===== src/rtl/mux_tree_pipe_pkg.sv =====
// Shared constants and helpers for the pipelined N:1 mux tree.
package mux_tree_pkg;

    localparam logic MODE_EXT  = 1'b0;
    localparam logic MODE_SCAN = 1'b1;

    // Number of 2:1 pairs (and outputs) produced by tree level k
    function automatic int unsigned pair_count(int unsigned num_ch, int unsigned level);
        return num_ch >> (level + 1);
    endfunction

    // Item offset of the data entering tree level k inside the flattened tree vector
    function automatic int unsigned tree_offset(int unsigned num_ch, int unsigned level);
        return (2 * num_ch) - (2 * (num_ch >> level));
    endfunction

endpackage


===== src/rtl/mux_tree_pipe_if.sv =====
// Producer/consumer bus of the pipelined mux tree (input beat side and output beat side).
interface mux_tree_pipe_if #(
    parameter int unsigned NUM_CH = 8,
    parameter int unsigned DATA_W = 1
);
    localparam int unsigned LEVELS = $clog2(NUM_CH);

    logic [NUM_CH*DATA_W-1:0] in_data;
    logic [LEVELS-1:0]        in_sel;
    logic                     in_mode;
    logic                     in_valid;
    logic                     in_ready;
    logic [DATA_W-1:0]        out_data;
    logic [LEVELS-1:0]        out_ch;
    logic                     out_valid;
    logic                     out_ready;

    modport master (
        output in_data, in_sel, in_mode, in_valid, out_ready,
        input  in_ready, out_data, out_ch, out_valid
    );

    modport slave (
        input  in_data, in_sel, in_mode, in_valid, out_ready,
        output in_ready, out_data, out_ch, out_valid
    );
endinterface


===== src/rtl/mux_tree_pipe_stage.sv =====
// One registered level of the mux tree: 2:1 pair reduction plus valid/select registers.
module mux_tree_stage
    import mux_tree_pkg::*;
#(
    parameter int unsigned LEVEL  = 0,
    parameter int unsigned NUM_CH = 8,
    parameter int unsigned DATA_W = 1
) (
    input  logic                                               clk,
    input  logic                                               rst,
    input  logic                                               i_valid,
    input  logic [(NUM_CH>>LEVEL)*DATA_W-1:0]                  i_data,
    input  logic [$clog2(NUM_CH)-1:0]                          i_sel,
    input  logic                                               i_ld_dn,
    output logic                                               o_valid,
    output logic [pair_count(NUM_CH, LEVEL)*DATA_W-1:0]        o_data,
    output logic [$clog2(NUM_CH)-1:0]                          o_sel
);
    localparam int unsigned LEVELS = $clog2(NUM_CH);
    localparam int unsigned PAIRS  = pair_count(NUM_CH, LEVEL);

    logic                      w_ld;
    logic [PAIRS*DATA_W-1:0]   w_red;
    logic                      r_valid;
    logic [PAIRS*DATA_W-1:0]   r_data;
    logic [LEVELS-1:0]         r_sel;

    // Empty stage always loads (bubble compression); full stage loads when downstream loads
    assign w_ld = !r_valid || i_ld_dn;

    // Reduce each input pair using this level's select bit
    always_comb begin
        w_red = '0;
        for (int unsigned j = 0; j < PAIRS; j++) begin
            w_red[j*DATA_W +: DATA_W] = i_sel[LEVEL] ? i_data[(2*j+1)*DATA_W +: DATA_W]
                                                     : i_data[(2*j)*DATA_W +: DATA_W];
        end
    end

    // Stage register: captures upstream beat (or bubble) on load, holds otherwise
    always_ff @(posedge clk) begin
        if (rst) begin
            r_valid <= 1'b0;
            r_data  <= '0;
            r_sel   <= '0;
        end else if (w_ld) begin
            r_valid <= i_valid;
            r_data  <= w_red;
            r_sel   <= i_sel;
        end
    end

    assign o_valid = r_valid;
    assign o_data  = r_data;
    assign o_sel   = r_sel;

endmodule


===== src/rtl/mux_tree_pipe.sv =====
// Pipelined NUM_CH:1 channel selector with valid/ready backpressure.
// Optional scan mode (internal channel counter) enabled by defining MUX_TREE_SCAN_EN.
module mux_tree_pipe
    import mux_tree_pkg::*;
#(
    parameter int unsigned NUM_CH = 8,
    parameter int unsigned DATA_W = 1
) (
    input  logic             clk,
    input  logic             rst,
    mux_tree_pipe_if.slave   bus
);
    localparam int unsigned LEVELS = $clog2(NUM_CH);
    localparam int unsigned TREE_W = (2 * NUM_CH - 1) * DATA_W;

    if ((NUM_CH < 2) || ((NUM_CH & (NUM_CH - 1)) != 0)) begin : g_bad_num_ch
        $error("mux_tree_pipe: NUM_CH must be a power of two and at least 2");
    end

    // Flattened tree: input items first, then each level's outputs, last item is the result
    logic [TREE_W-1:0] w_tree;
    logic [LEVELS:0]   w_v;
    logic [LEVELS-1:0] w_sel [LEVELS+1];
    logic [LEVELS-1:0] w_ld_dn;
    logic [LEVELS-1:0] w_in_sel;

`ifdef MUX_TREE_SCAN_EN
    logic [LEVELS-1:0] r_scan_cnt;
    logic              w_accept;

    assign w_accept = bus.in_valid && bus.in_ready;
    assign w_in_sel = (bus.in_mode == MODE_EXT) ? bus.in_sel : r_scan_cnt;

    // Scan counter advances only on accepted scan-mode beats; wraps naturally at NUM_CH
    always_ff @(posedge clk) begin
        if (rst) begin
            r_scan_cnt <= '0;
        end else if (w_accept && (bus.in_mode == MODE_SCAN)) begin
            r_scan_cnt <= r_scan_cnt + LEVELS'(1);
        end
    end
`else
    logic w_mode_unused;

    assign w_mode_unused = bus.in_mode;
    assign w_in_sel      = bus.in_sel;
`endif

    assign w_tree[NUM_CH*DATA_W-1:0] = bus.in_data;
    assign w_v[0]                    = bus.in_valid;
    assign w_sel[0]                  = w_in_sel;

    // Input side loads when out_ready or any stage holds a bubble
    assign bus.in_ready = bus.out_ready || !(&w_v[LEVELS:1]);

    for (genvar k = 0; k < LEVELS; k++) begin : g_lvl
        // Downstream load for stage k, expanded to avoid a combinational chain through stages
        if (k == LEVELS - 1) begin : g_last
            assign w_ld_dn[k] = bus.out_ready;
        end else begin : g_mid
            assign w_ld_dn[k] = bus.out_ready || !(&w_v[LEVELS:k+2]);
        end

        mux_tree_stage #(
            .LEVEL  (k),
            .NUM_CH (NUM_CH),
            .DATA_W (DATA_W)
        ) u_stage (
            .clk     (clk),
            .rst     (rst),
            .i_valid (w_v[k]),
            .i_data  (w_tree[tree_offset(NUM_CH, k)*DATA_W +: (NUM_CH>>k)*DATA_W]),
            .i_sel   (w_sel[k]),
            .i_ld_dn (w_ld_dn[k]),
            .o_valid (w_v[k+1]),
            .o_data  (w_tree[tree_offset(NUM_CH, k+1)*DATA_W +: (NUM_CH>>(k+1))*DATA_W]),
            .o_sel   (w_sel[k+1])
        );
    end

    assign bus.out_valid = w_v[LEVELS];
    assign bus.out_data  = w_tree[TREE_W-1 -: DATA_W];
    assign bus.out_ch    = w_sel[LEVELS];

endmodule


===== src/flat_wrapper.sv =====
// flat-port wrapper written by rule: the top's interface ports become plain ports
module mux_tree_pipe_flat import mux_tree_pkg::*;
#(
    parameter int unsigned NUM_CH = 8,
    parameter int unsigned DATA_W = 1
)
  (clk, rst, bus_in_data, bus_in_sel, bus_in_mode, bus_in_valid, bus_out_ready, bus_in_ready, bus_out_data, bus_out_ch, bus_out_valid);
  mux_tree_pipe_if #(.NUM_CH(NUM_CH), .DATA_W(DATA_W)) bus_i ();
  input  logic clk;
  input  logic rst;
  input wire logic [$bits(bus_i.in_data)-1:0] bus_in_data;
  input wire logic [$bits(bus_i.in_sel)-1:0] bus_in_sel;
  input wire logic [$bits(bus_i.in_mode)-1:0] bus_in_mode;
  input wire logic [$bits(bus_i.in_valid)-1:0] bus_in_valid;
  input wire logic [$bits(bus_i.out_ready)-1:0] bus_out_ready;
  output wire logic [$bits(bus_i.in_ready)-1:0] bus_in_ready;
  output wire logic [$bits(bus_i.out_data)-1:0] bus_out_data;
  output wire logic [$bits(bus_i.out_ch)-1:0] bus_out_ch;
  output wire logic [$bits(bus_i.out_valid)-1:0] bus_out_valid;
  assign bus_i.in_data = bus_in_data;
  assign bus_i.in_sel = bus_in_sel;
  assign bus_i.in_mode = bus_in_mode;
  assign bus_i.in_valid = bus_in_valid;
  assign bus_i.out_ready = bus_out_ready;
  assign bus_in_ready = bus_i.in_ready;
  assign bus_out_data = bus_i.out_data;
  assign bus_out_ch = bus_i.out_ch;
  assign bus_out_valid = bus_i.out_valid;
  mux_tree_pipe #(.NUM_CH(NUM_CH), .DATA_W(DATA_W)) u_core (.clk(clk), .rst(rst), .bus(bus_i));
endmodule

===== config.mk =====
export PLATFORM = sky130hd
export DESIGN_NAME = mux_tree_pipe_flat
export DESIGN_NICKNAME = d
export VERILOG_FILES = /design/src/rtl/mux_tree_pipe_pkg.sv /design/src/rtl/mux_tree_pipe_if.sv /design/src/rtl/mux_tree_pipe_stage.sv /design/src/rtl/mux_tree_pipe.sv /design/src/flat_wrapper.sv
export SDC_FILE = /design/constraint.sdc
export NUM_CORES = 1
export LEC_CHECK = 0
export ABC_AREA = 1
export CAP_MARGIN = 25
export CORE_MARGIN = 1
export CORE_UTILIZATION = 49
export CTS_CLUSTER_DIAMETER = 200
export DETAILED_ROUTE_END_ITERATION = 10
export PLACE_DENSITY = 0.81
export SLEW_MARGIN = 10
export SYNTH_ARGS = -nofsm -noshare
export SYNTH_HDL_FRONTEND = slang
export SYNTH_SLANG_ARGS = --single-unit

===== constraint.sdc =====
create_clock -name clk -period 1.7 [get_ports clk]
set_clock_uncertainty 0.15 [all_clocks]
set_input_delay 0.34 -clock clk [delete_from_list [all_inputs] [get_ports clk]]
set_output_delay 0.34 -clock clk [all_outputs]
set_load 0.05 [all_outputs]

==> flow_metrics.tcl <==
set metrics [dict create \
    status "finished, final reports clean" \
    clock_sink_count 19 \
    synthDistinctLibCells 14 \
    postLayoutCoreUtil_pct 76.4 \
    finalWorstSetupSlack_ps 98.7 \
    routed_wire_length_per_instance_um 8.87 \
    worstPathArrival_ps 1110 \
    cp.required_ps 1210 \
    synth_edf_count 0 \
    synth_area_per_cell_um2 6.82 \
    critical_path_peak_fanout 3 \
    place_inst 160 \
    io-pin-count 22 \
    cts-buffers-inserted 3 \
    detail_route.wirelength_um 1460 \
    power.ir.vdd_worst_mv 0.536 \
    path_class "flop to output port" \
    cp_endpoint_kind "output port" \
    post-dp-hpwl_um 1110 \
    mappedNetlistNets 138 \
    ys_seq_area_share_pct 45.7 \
    clkSlewWorstSetupHoldPaths_ps 100 \
    grt_first_pass_wirelength_um 2590 \
    worstMarginPinSlew_ps 331 \
    start_util_pct 54.0 \
    slew_headroom_pct 77.9 \
    min-delay-path-class "flop to flop" \
    leakage_nw 0.528 \
    setup_violations 0 \
    clock_tree.buffer_depth 2 \
    route.detailed.drc 0 \
    synth_largest_area_cell "sky130_fd_sc_hd__dfxtp_1" \
    cap_viol_max_count 0 \
    via_per_inst 4.69 \
    num_antenna_cells 0 \
    placement_rows 14 \
    holdWs_ps 353 \
    rsz0062_at_grt "false" \
    grt_use_total_pct 19.0 \
    drt_pre_antenna_iters 5 \
    die_width_um 43.2 \
    clock_insertion_delay_worst_skew_ps 300 \
    synth.area.top_cells "sky130_fd_sc_hd__dfxtp_1 (46%), sky130_fd_sc_hd__nor2_1 (16%), sky130_fd_sc_hd__nand2_1 (9.0%)" \
    stdcell_count 165 \
    tritoncts "yes" \
    report.final.slew_viol_count 0 \
    ys.warnings.count 0 \
    maximum_number_of_pins_on_one_net_before_global_route_repair 12 \
    synth-seq-cells 19 \
    pre_cts_ws_ps -23.5 \
    timing.final.crit_share_pct 94.2 \
    synthTopCellsByCount "sky130_fd_sc_hd__nor2_1 (36), sky130_fd_sc_hd__nand2_1 (20), sky130_fd_sc_hd__dfxtp_1 (19)" \
    antenna_found_initial 0 \
    dominantRegCellSynth "sky130_fd_sc_hd__dfxtp_1" \
    period_needed_ps 1600 \
    synth_area_um2 832 \
    synth_top_cell_area_share_pct 45.7 \
    asyncSetResetFlopFracSynth_pct 0 \
    global_route_overflow 0 \
    max_clock_freq_mhz 625 \
    htree_num_levels 1 \
    syn_inst 122 \
    drt.antenna.violating_nets 0 \
    p_r_area_growth_vs_syn_pct 41.5 \
    synth.most_common_cell "sky130_fd_sc_hd__nor2_1" \
    final_total_negative_setup_slack_ps 0 \
    route.vias.total 774 \
    via_count_of_the_first_global_routing_pass 671 \
    die_area_um2 1870 \
    initialDrtViolationCount 10 \
    numPortBuffers 20 \
    final-hold-violation-count 0 \
    worstSetupStartpointType "flop" \
    root_buf_cell "sky130_fd_sc_hd__clkbuf_4" \
    finalWeightedCongestion 0.791 \
    final_layout_size_suffix_gt1_share_pct 14.1 \
    powerDensity_nw_per_um2 719 \
    core_area_um2 1540 \
    nets 166 \
    die_height_um 43.2 \
]
-- per-layer routing --
layer	vias to the layer above	GRT usage, %	share of wire [%]
met2	22	32.2	46
li1	424	-	-
met1	324	20.8	46
met3	4	2.55	3.8
met5	-	0	0
met4	0	14.5	3.3
-- worst paths after layout --
path	start	to	slack (ps)	cells after the start
hold reg to reg	u_core.g_lvl[1].u_stage.o_valid	u_core.g_lvl[2].u_stage.o_valid	350	2
setup / recovery	u_core.g_lvl[1].u_stage.o_valid	bus_in_ready	100	4
setup reg to reg	u_core.g_lvl[1].u_stage.o_valid	u_core.g_lvl[0].u_stage.o_data[0]	520	6
hold / removal	u_core.g_lvl[1].u_stage.o_valid	u_core.g_lvl[2].u_stage.o_valid	350	2
-- registers in the layout (all words and copies together), names as in the netlist --
signal / cells
u_core.g_lvl.u_stage.o_sel: 9
u_core.g_lvl.u_stage.o_data: 7
u_core.g_lvl.u_stage.o_valid: 3
-- worst max-delay path, stage by stage (launching register included) --
cell and delay, ps:
sky130_fd_sc_hd__dfxtp_1 360, sky130_fd_sc_hd__nand3_1 120, sky130_fd_sc_hd__nor2_4 110, sky130_fd_sc_hd__inv_1 70, sky130_fd_sc_hd__buf_12 150
-- cell type report --
| class | count | area, um^2 |
|---|---|---|
| Multi-Input combinational cell | 81 | 355 |
| Sequential cell | 19 | 384 |
| Fill cell | 128 | 364 |
| Timing Repair Buffer | 27 | 324 |
| Tap cell | 16 | 20.0 |
| Clock buffer | 4 | 26.3 |
| Inverter | 18 | 67.6 |
-- cell families after synthesis --
kind of cell	synth area share, %
buffers and inverters	11.6
and+or+nand+nor	32.8
AOI/OAI and AO/OA	9.92
DFF	45.7
-- repair_timing --
action                                 in CTS  in global routing
resized for setup                           1                  1
setup buffers                               0                  1
hold buffers                                0                  0
setup endpoints to repair                   1                  1
endpoints found under the hold margin       0                  0
-- report_power, final --
part / internal (mW) / switching (mW)
Combinational: 0.0756 / 0.0653
Clock: 0.0915 / 0.132
Sequential: 0.468 / 0.0152
-- cells in the final DEF (no fill, tap or decap) --
cell                              count
sky130_fd_sc_hd__nor2_1              36
sky130_fd_sc_hd__nand2_1             20
sky130_fd_sc_hd__inv_1               18
sky130_fd_sc_hd__dfxtp_1             18
sky130_fd_sc_hd__clkdlybuf4s50_1     13
sky130_fd_sc_hd__o21ai_0             11
sky130_fd_sc_hd__nand3_1              8
sky130_fd_sc_hd__buf_12               7
sky130_fd_sc_hd__buf_4                6
sky130_fd_sc_hd__clkbuf_4             3
sky130_fd_sc_hd__nor2_4               2
sky130_fd_sc_hd__o21ai_2              2
sky130_fd_sc_hd__o21ai_1              1
sky130_fd_sc_hd__a21oi_1              1
sky130_fd_sc_hd__clkbuf_1             1
sky130_fd_sc_hd__dlygate4sd2_1        1
sky130_fd_sc_hd__dfxtp_4              1
-- per-stage QoR --
stage	area (um^2)	power, mW
6_report	1180	0.847
5_1_grt	1180	0.888
4_1_cts	1170	0.858
3_5_place_dp	1140	0.634
3_3_place_gp	1140	0.631
2_1_floorplan	833	0.563
Power figures use the tool's default switching activity.
